## src/rtl/axi_lite_wr_arbiter.sv

```systemverilog
// Two-master to one-slave AXI4-Lite write-channel arbiter.
// One master owns AW, W and B for a complete write. Round-robin picks the owner when both request.
module axi_lite_wr_arbiter #(
   parameter int ADDR_W = 32,
   parameter int DATA_W = 32
) (
   input  logic                    ACLK,
   input  logic                    ARESETn,
   input  logic [1:0]              m_AWVALID,
   output logic [1:0]              m_AWREADY,
   input  logic [2*ADDR_W-1:0]     m_AWADDR,
   input  logic [5:0]              m_AWPROT,
   input  logic [1:0]              m_WVALID,
   output logic [1:0]              m_WREADY,
   input  logic [2*DATA_W-1:0]     m_WDATA,
   input  logic [2*DATA_W/8-1:0]   m_WSTRB,
   output logic [1:0]              m_BVALID,
   input  logic [1:0]              m_BREADY,
   output logic [3:0]              m_BRESP,
   output logic                    S_AWVALID,
   input  logic                    S_AWREADY,
   output logic [ADDR_W-1:0]       S_AWADDR,
   output logic [2:0]              S_AWPROT,
   output logic                    S_WVALID,
   input  logic                    S_WREADY,
   output logic [DATA_W-1:0]       S_WDATA,
   output logic [DATA_W/8-1:0]     S_WSTRB,
   input  logic                    S_BVALID,
   output logic                    S_BREADY,
   input  logic [1:0]              S_BRESP,
   output logic [1:0]              grant,
   output logic                    busy
);

   localparam int STRB_W = DATA_W / 8;

   typedef enum logic [1:0] {IDLE, XFER, RESP} state_e;

   state_e     state_q, state_d;
   logic [1:0] grant_q, grant_d;
   logic       rrLast_q, rrLast_d;
   logic       awDone_q, awDone_d;
   logic       wDone_q, wDone_d;

   logic gIdx;
   logic awHs;
   logic wHs;
   logic bHs;

   assign gIdx  = grant_q[1];
   assign awHs  = S_AWVALID & S_AWREADY;
   assign wHs   = S_WVALID & S_WREADY;
   assign bHs   = S_BVALID & S_BREADY;
   assign grant = grant_q;
   assign busy  = (state_q != IDLE);

   always_ff @(posedge ACLK) begin
      if (ARESETn) begin
         state_q  <= IDLE;
         grant_q  <= 2'b00;
         rrLast_q <= 1'b1;
         awDone_q <= 1'b0;
         wDone_q  <= 1'b0;
      end else begin
         state_q  <= state_d;
         grant_q  <= grant_d;
         rrLast_q <= rrLast_d;
         awDone_q <= awDone_d;
         wDone_q  <= wDone_d;
      end
   end

   always_comb begin
      state_d  = state_q;
      grant_d  = grant_q;
      rrLast_d = rrLast_q;
      awDone_d = awDone_q;
      wDone_d  = wDone_q;
      case (state_q)
         IDLE: begin
            if (|m_AWVALID) begin
               state_d = XFER;
               // With both requesting, the master not served last wins.
               if (&m_AWVALID) grant_d = rrLast_q ? 2'b01 : 2'b10;
               else            grant_d = m_AWVALID;
            end
         end
         XFER: begin
            awDone_d = awDone_q | awHs;
            wDone_d  = wDone_q | wHs;
            if (awDone_d && wDone_d) begin
               state_d  = RESP;
               awDone_d = 1'b0;
               wDone_d  = 1'b0;
            end
         end
         RESP: begin
            if (bHs) begin
               rrLast_d = gIdx;
               grant_d  = 2'b00;
               state_d  = IDLE;
            end
         end
         default: state_d = IDLE;
      endcase
   end

   always_comb begin
      m_AWREADY = 2'b00;
      m_WREADY  = 2'b00;
      m_BVALID  = 2'b00;
      m_BRESP   = 4'b0000;
      S_AWVALID = 1'b0;
      S_AWADDR  = '0;
      S_AWPROT  = 3'b000;
      S_WVALID  = 1'b0;
      S_WDATA   = '0;
      S_WSTRB   = '0;
      S_BREADY  = 1'b0;
      case (state_q)
         XFER: begin
            S_AWVALID       = m_AWVALID[gIdx] & ~awDone_q;
            S_WVALID        = m_WVALID[gIdx] & ~wDone_q;
            S_AWADDR        = gIdx ? m_AWADDR[ADDR_W +: ADDR_W] : m_AWADDR[0 +: ADDR_W];
            S_AWPROT        = gIdx ? m_AWPROT[5:3] : m_AWPROT[2:0];
            S_WDATA         = gIdx ? m_WDATA[DATA_W +: DATA_W] : m_WDATA[0 +: DATA_W];
            S_WSTRB         = gIdx ? m_WSTRB[STRB_W +: STRB_W] : m_WSTRB[0 +: STRB_W];
            // Ready is withheld once a channel is done so the owner never sees a second accept.
            m_AWREADY[gIdx] = S_AWREADY & ~awDone_q;
            m_WREADY[gIdx]  = S_WREADY & ~wDone_q;
         end
         RESP: begin
            m_BVALID[gIdx] = S_BVALID;
            S_BREADY       = m_BREADY[gIdx];
            if (gIdx) m_BRESP[3:2] = S_BRESP;
            else      m_BRESP[1:0] = S_BRESP;
         end
         default: ;
      endcase
   end

endmodule

```

## config.mk

```make
export PLATFORM = sky130hd
export DESIGN_NAME = axi_lite_wr_arbiter
export DESIGN_NICKNAME = d
export VERILOG_FILES = /design/src/rtl/axi_lite_wr_arbiter.sv
export SDC_FILE = /design/constraint.sdc
export NUM_CORES = 1
export LEC_CHECK = 0
export ABC_AREA = 1
export CAP_MARGIN = 10
export CELL_PAD_IN_SITES_DETAIL_PLACEMENT = 0
export CELL_PAD_IN_SITES_GLOBAL_PLACEMENT = 1
export CORE_MARGIN = 2
export CORE_UTILIZATION = 13
export CTS_BUF_LIST = sky130_fd_sc_hd__clkbuf_8 sky130_fd_sc_hd__clkbuf_16
export DETAILED_ROUTE_END_ITERATION = 16
export MAX_ROUTING_LAYER = met4
export PLACE_DENSITY = 0.92
export SYNTH_ARGS = -nofsm -noshare
export SYNTH_HDL_FRONTEND = slang
export SYNTH_SLANG_ARGS = --single-unit
```

## constraint.sdc

```tcl
create_clock -name ACLK -period 2.1 [get_ports ACLK]
set_input_delay 0.42 -clock ACLK [delete_from_list [all_inputs] [get_ports ACLK]]
set_output_delay 0.42 -clock ACLK [all_outputs]
set_load 0.005 [all_outputs]
```

==> flow_metrics.env <==
export IMPL_tightest_slew_ps=225.4
export IMPL_grt_pass1_vias=2758
export IMPL_placed_area_sq_um=4174
export IMPL_worstPathCellList="inv_2 -> nand2_4 -> buf_12 -> a21oi_1 -> clkdlybuf4s50_1"
export IMPL_htree_levels=1
export IMPL_cp_end_kind="output port"
export IMPL_die_area_sq_um=12690
export IMPL_ys_ff_latch=7
export IMPL_wl_per_cell_um=13.33
export IMPL_hold_class="reg2reg"
export IMPL_fill_cells=1172
export IMPL_cts_clk_slew_worst_paths_ps=30
export IMPL_cts_sinks=7
export IMPL_placed_cells=694
export IMPL_slowest_stage="clkdlybuf4s50_1"
export IMPL_slew_violations=0
export IMPL_syn_area_sq_um=1535
export IMPL_syn_num_nets=477
export IMPL_grt_overflow_total=0
export IMPL_layout_nets=721
export IMPL_drt_iter0_drc=114
export IMPL_portBuffers=241
export IMPL_clockBufferDepth=2
export IMPL_clock_latency_ps=230
export IMPL_path_delay_family="buffers and inverters"
export IMPL_drv_cap=0
export IMPL_path_max_fanout=40
export IMPL_finClkSkew_ps=0.8181
export IMPL_cts_root_buffer="clkbuf_16"
export IMPL_irDropWorstVdd_mv=0.3972
export IMPL_place_ws_ps=-58.01
export IMPL_cts_buffers=3
export IMPL_period_needed_ps=2075
export IMPL_multi_input_area_sq_um=1249
export IMPL_yosys_warnings=0
export IMPL_cts_hold_buf=0
export IMPL_slowest_delay_ps=520
export IMPL_syn2layout_area_growth_pct=199.0
export IMPL_drc_errors=0
export IMPL_rsz0062_at_grt="true"
export IMPL_fmax_ghz=0.4819
export IMPL_gp_congestion=0.8269
export IMPL_ff_latch_area_sq_um=143.9
export IMPL_die_w_um=112.7
export IMPL_grt_max_degree=41
export IMPL_setup_ws_ps=24.96
export IMPL_cp_required_ps=1680
export IMPL_yosysUniqueCellTypes=21
export IMPL_ioPinCount=242
export IMPL_antenna_left=0
export IMPL_postLayoutCellArea_sq_um=4591
export IMPL_finalCritPeriodShare_pct=98.81
export IMPL_worstSetupPathType="reg2out"
export IMPL_cts_tree="yes"
export IMPL_stdcell_count=708
export IMPL_outcome="complete, no violations"
export IMPL_synth_area_per_cell_sq_um=4.768
export IMPL_fp_coreArea_sq_um=11470
export IMPL_power_density_nw_per_um2=367.4
export IMPL_grt_usage_pct=12.56
export IMPL_final_hold_viol_count=0
export IMPL_p_leak_uw=0.002742
export IMPL_max_slew_margin_pct=84.86
export IMPL_setup_viol=0
export IMPL_cp_start_kind="flop"
export IMPL_drt_pre_antenna_iters=4
export IMPL_rows=39
export IMPL_whs_ps=467.3
export IMPL_ys_seq_area_share_pct=9.128
export IMPL_layout_drive_gt1_share_pct=8.496
export IMPL_critPathArrivalTime_ps=1660
export IMPL_place_hpwl_um=7114
export IMPL_n_antenna_cell=0
export IMPL_critPathBufInv=3
export IMPL_wirelength_um=9439
export IMPL_grt_pass1_wl_um=12950
export IMPL_viasPerCell=4.253
export IMPL_start_util_pct=13.39
export IMPL_die_h_um=112.7
export IMPL_dr_total_vias=3011
export IMPL_synth_cells=322
export IMPL_antenna_found_initial=0
worst paths after layout:
| path | start | to | slack [ps] | cells past startpoint |
|---|---|---|---|---|
| setup / recovery | state_q[1] | S_WDATA[14] | 20 | 5 |
| hold / removal | grant[0] | grant[0] | 470 | 2 |
| setup reg to reg | grant[1] | state_q[0] | 490 | 11 |
| hold reg to reg | grant[0] | grant[0] | 470 | 2 |
report_power, final:
part / switching, uW / internal (uW) / total, uW
logic: 491 / 717 / 1210
clock network: 72.3 / 248 / 320
registers: 14.8 / 144 / 159
cells by family (layout without fill, tap and decap cells):
kind of cell,Yosys count,after routing,synth area share [%]
simple gates,196,196,51.26
compound gates,82,82,28.12
buf+inv,37,280,11.49
flops,7,7,9.128
synth_stat cells (all sizes together):
cell type	n	area share (%)
clkbuf	6	1.5
nor2	11	3.3
nand3	6	2.8
o211ai	1	0.49
nand2	172	43
a21oi	80	27
dfxtp	7	9.1
o2111ai	1	0.57
buf	19	6.8
inv	12	3.3
nor3	7	2.3
cell usage in the layout, fill, tap and decap left out, types with 6 or more instances in the layout:
cell type | netlist | layout
inv_1 | 9 | 9
dfxtp_1 | 7 | 6
dlygate4sd2_1 | 0 | 9
nor3_1 | 7 | 7
clkdlybuf4s50_1 | 0 | 175
dlymetal6s2s_1 | 0 | 57
nand2_1 | 167 | 166
a21oi_1 | 78 | 72
clkbuf_16 | 0 | 6
a21oi_2 | 1 | 7
nor2_1 | 9 | 9
buf_4 | 1 | 11
buf_12 | 0 | 6
sequential cells by signal, indices dropped and copies added, names as in the netlist:
register	count
awDone_q	1
rrLast_q	1
grant	2
state_q	2
wDone_q	1
stage by stage:
step,utilization [%],power (uW),TNS (ps)
floorplan,-,568.7,0
global placement,36.40,1287,-67.54
detailed placement,36.40,1303,-78.52
CTS,37.59,1661,-127.1
global route,40.03,1798,-45.58
finish,40.03,1687,0
cell type report:
cell class | count | share of cell area, %
Sequential cell | 7 | 3.134
Clock inverter | 1 | 0.08177
Multi-Input combinational cell | 278 | 27.20
Timing Repair Buffer | 264 | 62.91
Tap cell | 143 | 3.898
Inverter | 12 | 1.145
Clock buffer | 3 | 1.635
layer usage:
metal  up-vias  wire (um)  track usage (%)
met5         -          0                -
met4         0        107            1.951
met3        10        822            2.322
met2       157       5018            24.35
met1      1325       3491            13.38
li1       1519          -                -
worst min-delay path: cells and delay by family, from the launching register on:
kind / cells / cell delay, ps
simple gates: 1 / 60
flops: 1 / 300
compound gates: 1 / 50
what timing repair did:
action	CTS	global route
setup buffers	1	5
resized for setup	16	64
gates cloned	1	3
endpoints found under the setup margin	60	70
endpoints found under the hold margin	0	0
(Power assumes the default switching activity.)
